===== src/rtl/tmr_seq_pkg.sv =====
// Shared types and default configuration for the TMR sequence recogniser.
// The state struct widths follow the default sequence geometry below.
package tmr_seq_pkg;

   localparam int DATA_W_C  = 8;
   localparam int NUM_SEQ_C = 2;
   localparam int SEQ_LEN_C = 3;
   localparam int TIMEOUT_C = 16;

   localparam logic [NUM_SEQ_C*SEQ_LEN_C*DATA_W_C-1:0] SEQ_C =
      {8'hB3, 8'hB2, 8'hB1, 8'hA3, 8'hA2, 8'hA1};

   localparam int SID_W_C = (NUM_SEQ_C > 1) ? $clog2(NUM_SEQ_C) : 1;
   localparam int POS_W_C = $clog2(SEQ_LEN_C);
   localparam int TMR_W_C = $clog2(TIMEOUT_C + 1);

   localparam int TMR_MULTIPLICITY_C = 3;

   typedef enum logic [1:0] {
      IDLE  = 2'd0,
      MATCH = 2'd1,
      DONE  = 2'd2,
      ERROR = 2'd3
   } tmr_seq_mode_e;

   typedef struct packed {
      tmr_seq_mode_e        mode;
      logic [SID_W_C-1:0]   seq_id;
      logic [POS_W_C-1:0]   pos;
      logic [TMR_W_C-1:0]   timer;
   } tmr_seq_state_t;

   localparam int STATE_W_C = $bits(tmr_seq_state_t);

   function automatic tmr_seq_state_t tmr_seq_reset_state();
      tmr_seq_state_t s;
      s = '0;
      s.mode = IDLE;
      return s;
   endfunction

endpackage


===== src/rtl/majority_voter_array.sv =====
// Bitwise K-way majority voter: each output bit is set when more than half
// of the K_MMR input copies have that bit set.
module majority_voter_array #(
   parameter int K_MMR = 3,
   parameter int N     = 1
) (
   input  logic [K_MMR*N-1:0] i_data,
   output logic [N-1:0]       o_voted
);

   for (genvar b = 0; b < N; b++) begin : g_bit
      logic [K_MMR-1:0] w_slice;
      for (genvar r = 0; r < K_MMR; r++) begin : g_rep
         assign w_slice[r] = i_data[r*N + b];
      end
      assign o_voted[b] = ($countones(w_slice) > (K_MMR / 2));
   end

endmodule


===== src/rtl/tmr_seq_fsm_next_state.sv =====
// Combinational next-state function of one replica of the sequence recogniser.
// It sees only the voted state, so a corrupted replica is rewritten next cycle.
module tmr_seq_next_state
   import tmr_seq_pkg::*;
#(
   parameter int DATA_W_G  = DATA_W_C,
   parameter int NUM_SEQ_G = NUM_SEQ_C,
   parameter int SEQ_LEN_G = SEQ_LEN_C,
   parameter int TIMEOUT_G = TIMEOUT_C,
   parameter logic [NUM_SEQ_G*SEQ_LEN_G*DATA_W_G-1:0] SEQ_G = SEQ_C
) (
   input  tmr_seq_state_t      i_state,
   input  logic                i_valid,
   input  logic [DATA_W_G-1:0] i_data,
   output tmr_seq_state_t      o_state
);

   localparam int LAST_POS_C = SEQ_LEN_G - 1;

   logic                w_hdrHit;
   logic [SID_W_C-1:0]  w_hdrId;
   logic [DATA_W_G-1:0] w_expWord;

   // Descending scan so the lowest matching header index is the one kept.
   always_comb begin
      w_hdrHit = 1'b0;
      w_hdrId  = '0;
      for (int k = NUM_SEQ_G - 1; k >= 0; k--) begin
         if (i_data == SEQ_G[k*SEQ_LEN_G*DATA_W_G +: DATA_W_G]) begin
            w_hdrHit = 1'b1;
            w_hdrId  = SID_W_C'(k);
         end
      end
   end

   always_comb begin
      w_expWord = '0;
      for (int k = 0; k < NUM_SEQ_G; k++) begin
         for (int j = 0; j < SEQ_LEN_G; j++) begin
            if (i_state.seq_id == SID_W_C'(k) && i_state.pos == POS_W_C'(j)) begin
               w_expWord = SEQ_G[(k*SEQ_LEN_G + j)*DATA_W_G +: DATA_W_G];
            end
         end
      end
   end

   always_comb begin
      o_state = i_state;
      case (i_state.mode)
         IDLE: begin
            o_state.pos   = '0;
            o_state.timer = '0;
            if (i_valid && w_hdrHit) begin
               o_state.mode   = MATCH;
               o_state.seq_id = w_hdrId;
               o_state.pos    = POS_W_C'(1);
            end
         end
         MATCH: begin
            if (i_valid) begin
               o_state.timer = '0;
               if (i_data == w_expWord) begin
                  if (i_state.pos == POS_W_C'(LAST_POS_C)) begin
                     o_state.mode = DONE;
                     o_state.pos  = '0;
                  end else begin
                     o_state.pos = i_state.pos + POS_W_C'(1);
                  end
               end else begin
                  o_state.mode = ERROR;
                  o_state.pos  = '0;
               end
            end else if (i_state.timer == TMR_W_C'(TIMEOUT_G - 1)) begin
               o_state.mode  = ERROR;
               o_state.pos   = '0;
               o_state.timer = '0;
            end else begin
               o_state.timer = i_state.timer + TMR_W_C'(1);
            end
         end
         DONE, ERROR: begin
            o_state.mode  = IDLE;
            o_state.pos   = '0;
            o_state.timer = '0;
         end
         default: o_state = tmr_seq_reset_state();
      endcase
   end

endmodule


===== src/rtl/tmr_seq_fsm.sv =====
// Triple-modular-redundant sequence recogniser with one voter per replica.
// Optional replica disagreement monitor: define TMR_SEQ_FSM_MISMATCH_EN.
module tmr_seq_fsm
   import tmr_seq_pkg::*;
#(
   parameter int DATA_W_G  = DATA_W_C,
   parameter int NUM_SEQ_G = NUM_SEQ_C,
   parameter int SEQ_LEN_G = SEQ_LEN_C,
   parameter int TIMEOUT_G = TIMEOUT_C,
   parameter logic [NUM_SEQ_G*SEQ_LEN_G*DATA_W_G-1:0] SEQ_G = SEQ_C
) (
   input  logic                clk_i,
   input  logic                rst_i,
   input  logic                valid_a_i,
   input  logic                valid_b_i,
   input  logic                valid_c_i,
   input  logic [DATA_W_G-1:0] data_a_i,
   input  logic [DATA_W_G-1:0] data_b_i,
   input  logic [DATA_W_G-1:0] data_c_i,
   output tmr_seq_state_t      state_a_o,
   output tmr_seq_state_t      state_b_o,
   output tmr_seq_state_t      state_c_o,
   output logic                done_a_o,
   output logic                done_b_o,
   output logic                done_c_o,
   output logic                err_a_o,
   output logic                err_b_o,
   output logic                err_c_o,
   output logic [SID_W_C-1:0]  seq_id_a_o,
   output logic [SID_W_C-1:0]  seq_id_b_o,
   output logic [SID_W_C-1:0]  seq_id_c_o,
   output logic                mismatch_o,
   output logic [7:0]          mismatch_cnt_o
);

   (* dont_touch = "true" *) tmr_seq_state_t r_state_a;
   (* dont_touch = "true" *) tmr_seq_state_t r_state_b;
   (* dont_touch = "true" *) tmr_seq_state_t r_state_c;

   logic [TMR_MULTIPLICITY_C*STATE_W_C-1:0] w_allRegs;
   tmr_seq_state_t w_votedA, w_votedB, w_votedC;
   tmr_seq_state_t w_nextA, w_nextB, w_nextC;

   assign w_allRegs = {r_state_c, r_state_b, r_state_a};

   // Each replica owns its voter so a voter fault stays confined to one replica.
   majority_voter_array #(.K_MMR(TMR_MULTIPLICITY_C), .N(STATE_W_C)) u_voter_a (
      .i_data (w_allRegs),
      .o_voted(w_votedA)
   );
   majority_voter_array #(.K_MMR(TMR_MULTIPLICITY_C), .N(STATE_W_C)) u_voter_b (
      .i_data (w_allRegs),
      .o_voted(w_votedB)
   );
   majority_voter_array #(.K_MMR(TMR_MULTIPLICITY_C), .N(STATE_W_C)) u_voter_c (
      .i_data (w_allRegs),
      .o_voted(w_votedC)
   );

   tmr_seq_next_state #(
      .DATA_W_G(DATA_W_G), .NUM_SEQ_G(NUM_SEQ_G), .SEQ_LEN_G(SEQ_LEN_G),
      .TIMEOUT_G(TIMEOUT_G), .SEQ_G(SEQ_G)
   ) u_next_a (
      .i_state(w_votedA), .i_valid(valid_a_i), .i_data(data_a_i), .o_state(w_nextA)
   );
   tmr_seq_next_state #(
      .DATA_W_G(DATA_W_G), .NUM_SEQ_G(NUM_SEQ_G), .SEQ_LEN_G(SEQ_LEN_G),
      .TIMEOUT_G(TIMEOUT_G), .SEQ_G(SEQ_G)
   ) u_next_b (
      .i_state(w_votedB), .i_valid(valid_b_i), .i_data(data_b_i), .o_state(w_nextB)
   );
   tmr_seq_next_state #(
      .DATA_W_G(DATA_W_G), .NUM_SEQ_G(NUM_SEQ_G), .SEQ_LEN_G(SEQ_LEN_G),
      .TIMEOUT_G(TIMEOUT_G), .SEQ_G(SEQ_G)
   ) u_next_c (
      .i_state(w_votedC), .i_valid(valid_c_i), .i_data(data_c_i), .o_state(w_nextC)
   );

   always_ff @(posedge clk_i or posedge rst_i) begin
      if (rst_i) begin
         r_state_a <= tmr_seq_reset_state();
         r_state_b <= tmr_seq_reset_state();
         r_state_c <= tmr_seq_reset_state();
      end else begin
         r_state_a <= w_nextA;
         r_state_b <= w_nextB;
         r_state_c <= w_nextC;
      end
   end

   assign state_a_o  = w_votedA;
   assign state_b_o  = w_votedB;
   assign state_c_o  = w_votedC;
   assign done_a_o   = (w_votedA.mode == DONE);
   assign done_b_o   = (w_votedB.mode == DONE);
   assign done_c_o   = (w_votedC.mode == DONE);
   assign err_a_o    = (w_votedA.mode == ERROR);
   assign err_b_o    = (w_votedB.mode == ERROR);
   assign err_c_o    = (w_votedC.mode == ERROR);
   assign seq_id_a_o = w_votedA.seq_id;
   assign seq_id_b_o = w_votedB.seq_id;
   assign seq_id_c_o = w_votedC.seq_id;

`ifdef TMR_SEQ_FSM_MISMATCH_EN
   logic       r_mismatch;
   logic [7:0] r_mismatchCnt;
   logic       w_differ;

   assign w_differ = (r_state_a != r_state_b) || (r_state_b != r_state_c);

   // Raw replica registers are compared, so masked upsets are still counted.
   always_ff @(posedge clk_i or posedge rst_i) begin
      if (rst_i) begin
         r_mismatch    <= 1'b0;
         r_mismatchCnt <= 8'd0;
      end else begin
         r_mismatch <= w_differ;
         if (w_differ && (r_mismatchCnt != 8'hFF)) begin
            r_mismatchCnt <= r_mismatchCnt + 8'd1;
         end
      end
   end

   assign mismatch_o     = r_mismatch;
   assign mismatch_cnt_o = r_mismatchCnt;
`else
   assign mismatch_o     = 1'b0;
   assign mismatch_cnt_o = 8'd0;
`endif

endmodule


===== config.mk =====
export PLATFORM = sky130hd
export DESIGN_NAME = tmr_seq_fsm
export DESIGN_NICKNAME = d
export VERILOG_FILES = /design/src/rtl/tmr_seq_pkg.sv /design/src/rtl/majority_voter_array.sv /design/src/rtl/tmr_seq_fsm_next_state.sv /design/src/rtl/tmr_seq_fsm.sv
export SDC_FILE = /design/constraint.sdc
export NUM_CORES = 1
export LEC_CHECK = 0
export CORE_MARGIN = 3
export CORE_UTILIZATION = 49
export DETAILED_ROUTE_END_ITERATION = 16
export PLACE_DENSITY = 0.87
export SYNTH_ARGS = -nofsm -noshare
export SYNTH_HDL_FRONTEND = slang
export SYNTH_SLANG_ARGS = --single-unit

===== constraint.sdc =====
create_clock -name clk_i -period 5.9 [get_ports clk_i]
set_input_delay 1.18 -clock clk_i [delete_from_list [all_inputs] [get_ports clk_i]]
set_output_delay 1.18 -clock clk_i [all_outputs]
set_load 0.01 [all_outputs]

==> report_table.html <==
<table>
<tr><th>Metric</th><th>Value</th></tr>
<tr><th colspan="2">Worst setup path</th></tr>
<tr><td>Largest fanout on the critical path</td><td>13</td></tr>
<tr><td>Nature of the critical path startpoint</td><td>register</td></tr>
<tr><td>Critical Setup Path Class</td><td>reg -&gt; out</td></tr>
<tr><td>Critical path data arrival time</td><td>2.74 ns</td></tr>
<tr><td>Critical path capture point type</td><td>primary output</td></tr>
<tr><td>CP required</td><td>4.72 ns</td></tr>
<tr><th colspan="2">Flow run</th></tr>
<tr><td>Number of max-cap violations</td><td>0</td></tr>
<tr><th colspan="2">Die</th></tr>
<tr><td>Placeable core region</td><td>0.00412 mm²</td></tr>
<tr><td>Initial core utilization</td><td>0.519</td></tr>
<tr><td>Die area</td><td>between 0.005 and 0.006 mm²</td></tr>
<tr><td>Boundary pin count</td><td>77</td></tr>
<tr><td>Number of standard-cell rows in the floorplan</td><td>23</td></tr>
<tr><td>Horiz. Die Dim</td><td>about 70 µm</td></tr>
<tr><td>Die height</td><td>about 70 µm</td></tr>
<tr><th colspan="2">Clock network</th></tr>
<tr><td>CTS hold repair buffers</td><td>0</td></tr>
<tr><td>Maximum clock path buffer count</td><td>2</td></tr>
<tr><td>Clock tree root buffer cell</td><td>sky130_fd_sc_hd__clkbuf_8</td></tr>
<tr><td>Later-pin clock latency in the skew report</td><td>0.28 ns</td></tr>
<tr><td>Clock input transition at the sequential cells of the worst setup and hold paths</td><td>approximately 0.060 ns</td></tr>
<tr><td>CTS HTree Levels</td><td>2</td></tr>
<tr><td>TritonCTS Buffers</td><td>5</td></tr>
<tr><td>Clock sink total</td><td>30</td></tr>
<tr><td>Number of post-CTS setup repair buffers</td><td>0</td></tr>
<tr><td>TritonCTS clock tree</td><td>built</td></tr>
<tr><td>Number of gates given a new drive strength after cts</td><td>0</td></tr>
<tr><th colspan="2">Detailed routing</th></tr>
<tr><td>Number of DRC violations after detailed routing</td><td>0</td></tr>
<tr><td>Routed vias/inst</td><td>roughly 5.6</td></tr>
<tr><td>Initial drt markers</td><td>98</td></tr>
<tr><td>Post-route ant nets</td><td>0</td></tr>
<tr><td>WL per Instance</td><td>between 15 and 20 µm</td></tr>
<tr><td>Number of optimization iterations in the first detailed-route pass</td><td>4</td></tr>
<tr><td>Routed Wire Length</td><td>4810 µm</td></tr>
<tr><td>Routed via count</td><td>between 1,500 and 2,000</td></tr>
<tr><th colspan="2">Timing</th></tr>
<tr><td>RSZ-0062 raised after global routing</td><td>no</td></tr>
<tr><td>Final setup slack of the worst path</td><td>between 1.5 and 2 ns</td></tr>
<tr><td>Final worst-path cycle share</td><td>0.664</td></tr>
<tr><td>Worst-margin pin slew</td><td>roughly 1.1 ns</td></tr>
<tr><td>Final count of pins violating max slew</td><td>0</td></tr>
<tr><td>Max Clock Freq</td><td>around 0.26 GHz</td></tr>
<tr><td>Final Setup Violations</td><td>0</td></tr>
<tr><td>Count of endpoints failing hold in the final timing report</td><td>0</td></tr>
<tr><td>Worst slew slack as a fraction of its limit</td><td>0.246</td></tr>
<tr><td>Final critical path time including I/O delays and setup</td><td>between 3 and 4 ns</td></tr>
<tr><td>Maximum clock skew at final layout</td><td>about 0.0054 ns</td></tr>
<tr><td>Final setup TNS</td><td>0 ns</td></tr>
<tr><td>Hold_ws</td><td>roughly 0.6 ns</td></tr>
<tr><th colspan="2">Synthesis</th></tr>
<tr><td>Post-synthesis cell type with the largest combined area</td><td>sky130_fd_sc_hd__dfrtp_1</td></tr>
<tr><td>Number of cells produced by synthesis</td><td>between 200 and 250</td></tr>
<tr><td>Synth top area cells</td><td>sky130_fd_sc_hd__dfrtp_1 35%, sky130_fd_sc_hd__buf_4 13%, sky130_fd_sc_hd__ha_1 8.2%</td></tr>
<tr><td>Share of synthesized area occupied by flip-flops and latches</td><td>0.352</td></tr>
<tr><td>Number of distinct library cells after synthesis</td><td>50</td></tr>
<tr><td>Portion of synthesized cell area occupied by the leading cell type</td><td>0.352</td></tr>
<tr><td>Mapped cell area</td><td>0.00213 mm²</td></tr>
<tr><td>Most frequently used flop master after synthesis</td><td>sky130_fd_sc_hd__dfrtp_1</td></tr>
<tr><td>Share of synthesized flip-flops with an asynchronous set or reset</td><td>1.00</td></tr>
<tr><td>Mapped Avg Cell Area</td><td>9.84 µm²</td></tr>
<tr><td>Number of synthesized register bits</td><td>30</td></tr>
<tr><td>Warning count from the yosys run</td><td>0</td></tr>
<tr><td>Post-synth EDFFs</td><td>0</td></tr>
<tr><th colspan="2">Power</th></tr>
<tr><td>PD cells</td><td>between 150 and 200 mW/mm²</td></tr>
<tr><td>Power, Total</td><td>~0.5 mW</td></tr>
<tr><td>Static Leakage</td><td>1.23 nW</td></tr>
<tr><td>Maximum vdd ir drop</td><td>0.0000768 V</td></tr>
<tr><th colspan="2">Global route</th></tr>
<tr><td>GRT Total Usage</td><td>0.193</td></tr>
<tr><td>Number of global-route vias before repair</td><td>around 1,700</td></tr>
<tr><td>Overflow left after global routing</td><td>0</td></tr>
<tr><td>First-pass GRT wire length</td><td>7920 µm</td></tr>
<tr><td>Number of antenna violations at the first check in global routing</td><td>0</td></tr>
<tr><td>Largest net degree at the start of global routing</td><td>31</td></tr>
<tr><th colspan="2">Status</th></tr>
<tr><td>Run status</td><td>finished clean</td></tr>
<tr><th colspan="2">Final layout</th></tr>
<tr><td>Cell area after layout</td><td>0.00275 mm²</td></tr>
<tr><td>Layout net count</td><td>302</td></tr>
<tr><td>Count of non-filler cells in the finished layout</td><td>310</td></tr>
<tr><td>Final design utilization</td><td>0.667</td></tr>
<tr><td>Number of diodes</td><td>0</td></tr>
<tr><td>Share of layout cells above drive strength 1</td><td>0.115</td></tr>
<tr><td>Growth of design area from synthesis to finish</td><td>28.6%</td></tr>
<tr><th colspan="2">Worst hold path</th></tr>
<tr><td>Class of the tightest hold or removal check</td><td>reg -&gt; reg</td></tr>
<tr><th colspan="2">Placement</th></tr>
<tr><td>Final estimated routing congestion in global placement</td><td>about 0.9</td></tr>
<tr><td>Area post-placement</td><td>about 0.0026 mm²</td></tr>
<tr><td>DP Worst Slack</td><td>~2.3 ns</td></tr>
<tr><td>Instance count after placement with tap cells included</td><td>between 300 and 400</td></tr>
<tr><td>Count of buffers inserted at the top-level ports</td><td>67</td></tr>
<tr><td>Detail Placement HPWL</td><td>3750 µm</td></tr>
</table>
[registers in the layout, summed over array words and instances, names as in the netlist]
register	count
r_state_b	10
r_state_a	10
r_state_c	10
[final timing paths]
kind / to / startpoint / cells after the start / slack, ns
setup / recovery: done_c_o / r_state_a[8] / 5 / 1.98
hold / removal: r_state_b[8] / r_state_c[9] / 3 / 0.59
setup reg to reg: r_state_c[5] / r_state_a[6] / 8 / 3.16
hold reg to reg: r_state_b[8] / r_state_c[9] / 3 / 0.59
max in group asynchronous: r_state_b[1] / rst_i / 2 / 3.73
min in group asynchronous: r_state_b[0] / rst_i / 2 / 1.49
[critical path, cell delays in order (launching register included)]
cell	delay, ns
sky130_fd_sc_hd__dfrtp_1	0.37
sky130_fd_sc_hd__ha_1	0.28
sky130_fd_sc_hd__a21oi_1	0.63
sky130_fd_sc_hd__inv_1	0.35
sky130_fd_sc_hd__nor2_1	0.25
sky130_fd_sc_hd__clkdlybuf4s50_1	0.58
[power by group]
part	internal (mW)	switching, mW	leakage, nW
Combinational	0.0216	0.0177	0.744
Clock	0.180	0.0755	0.0714
Sequential	0.206	0.0000599	0.419
[layout make-up]
cell class / instances / area (µm²)
clock inverters: 2 / 60.1
multi-input cells: 148 / 1090
clock buffers: 6 / 82.6
inverters: 7 / 28.8
repair buffers: 67 / 671
fillers: 321 / 1370
well taps: 50 / 62.6
flip-flops and latches: 30 / 751
[placed cells by master (no fill, tap or decap), types with 6 or more instances in the layout]
cell type and count:
sky130_fd_sc_hd__conb_1 9, sky130_fd_sc_hd__nand3_1 6, sky130_fd_sc_hd__o31ai_1 6, sky130_fd_sc_hd__ha_1 14
sky130_fd_sc_hd__xnor2_1 7, sky130_fd_sc_hd__o21ai_0 8, sky130_fd_sc_hd__dfrtp_1 30, sky130_fd_sc_hd__clkbuf_8 6
sky130_fd_sc_hd__clkdlybuf4s50_1 67, sky130_fd_sc_hd__nand2_1 7, sky130_fd_sc_hd__nor2_1 20
[metal layers]
layer / vias up / GRT usage / part of all wire / wire length [µm]
met4: 0 / 0.0752 / 0.013 / 61
li1: 826 / - / - / -
met3: 8 / 0.0416 / 0.068 / 325
met2: 88 / 0.329 / 0.51 / 2440
met1: 828 / 0.240 / 0.41 / 1980
met5: - / 0 / 0 / 0
[synth_stat cells (all sizes together) (2+ instances only)]
cell type,number
buf,39
mux2i,2
o21ai,8
or4b,3
o22ai,2
a2111oi,2
o21a,2
o31ai,6
nor2,21
mux2,4
a21o,6
and4,2
dfrtp,30
nand4,2
nand4b,3
xnor2,7
nor3,5
ha,14
nor4,3
inv,7
nand3,7
a31oi,5
or3,3
nand2,7
nand2b,2
a311oi,2
and2,5
a21oi,5
o41a,3
[kinds of logic (layout without fill, tap and decap cells)]
kind of cell               count (synthesis)  after routing  synth area share
DFF                                       30             30             0.352
and+or+nand+nor                           68             68             0.199
adders and majority gates                 14             14            0.0821
AOI/OAI and AO/OA                         44             44             0.155
buffers and inverters                     47             82             0.152
xor gates and xnor gates                   7              7            0.0287
other                                      1              9           0.00176
muxes                                      6              6            0.0305
Note: power is estimated with default switching activity, not from simulation.
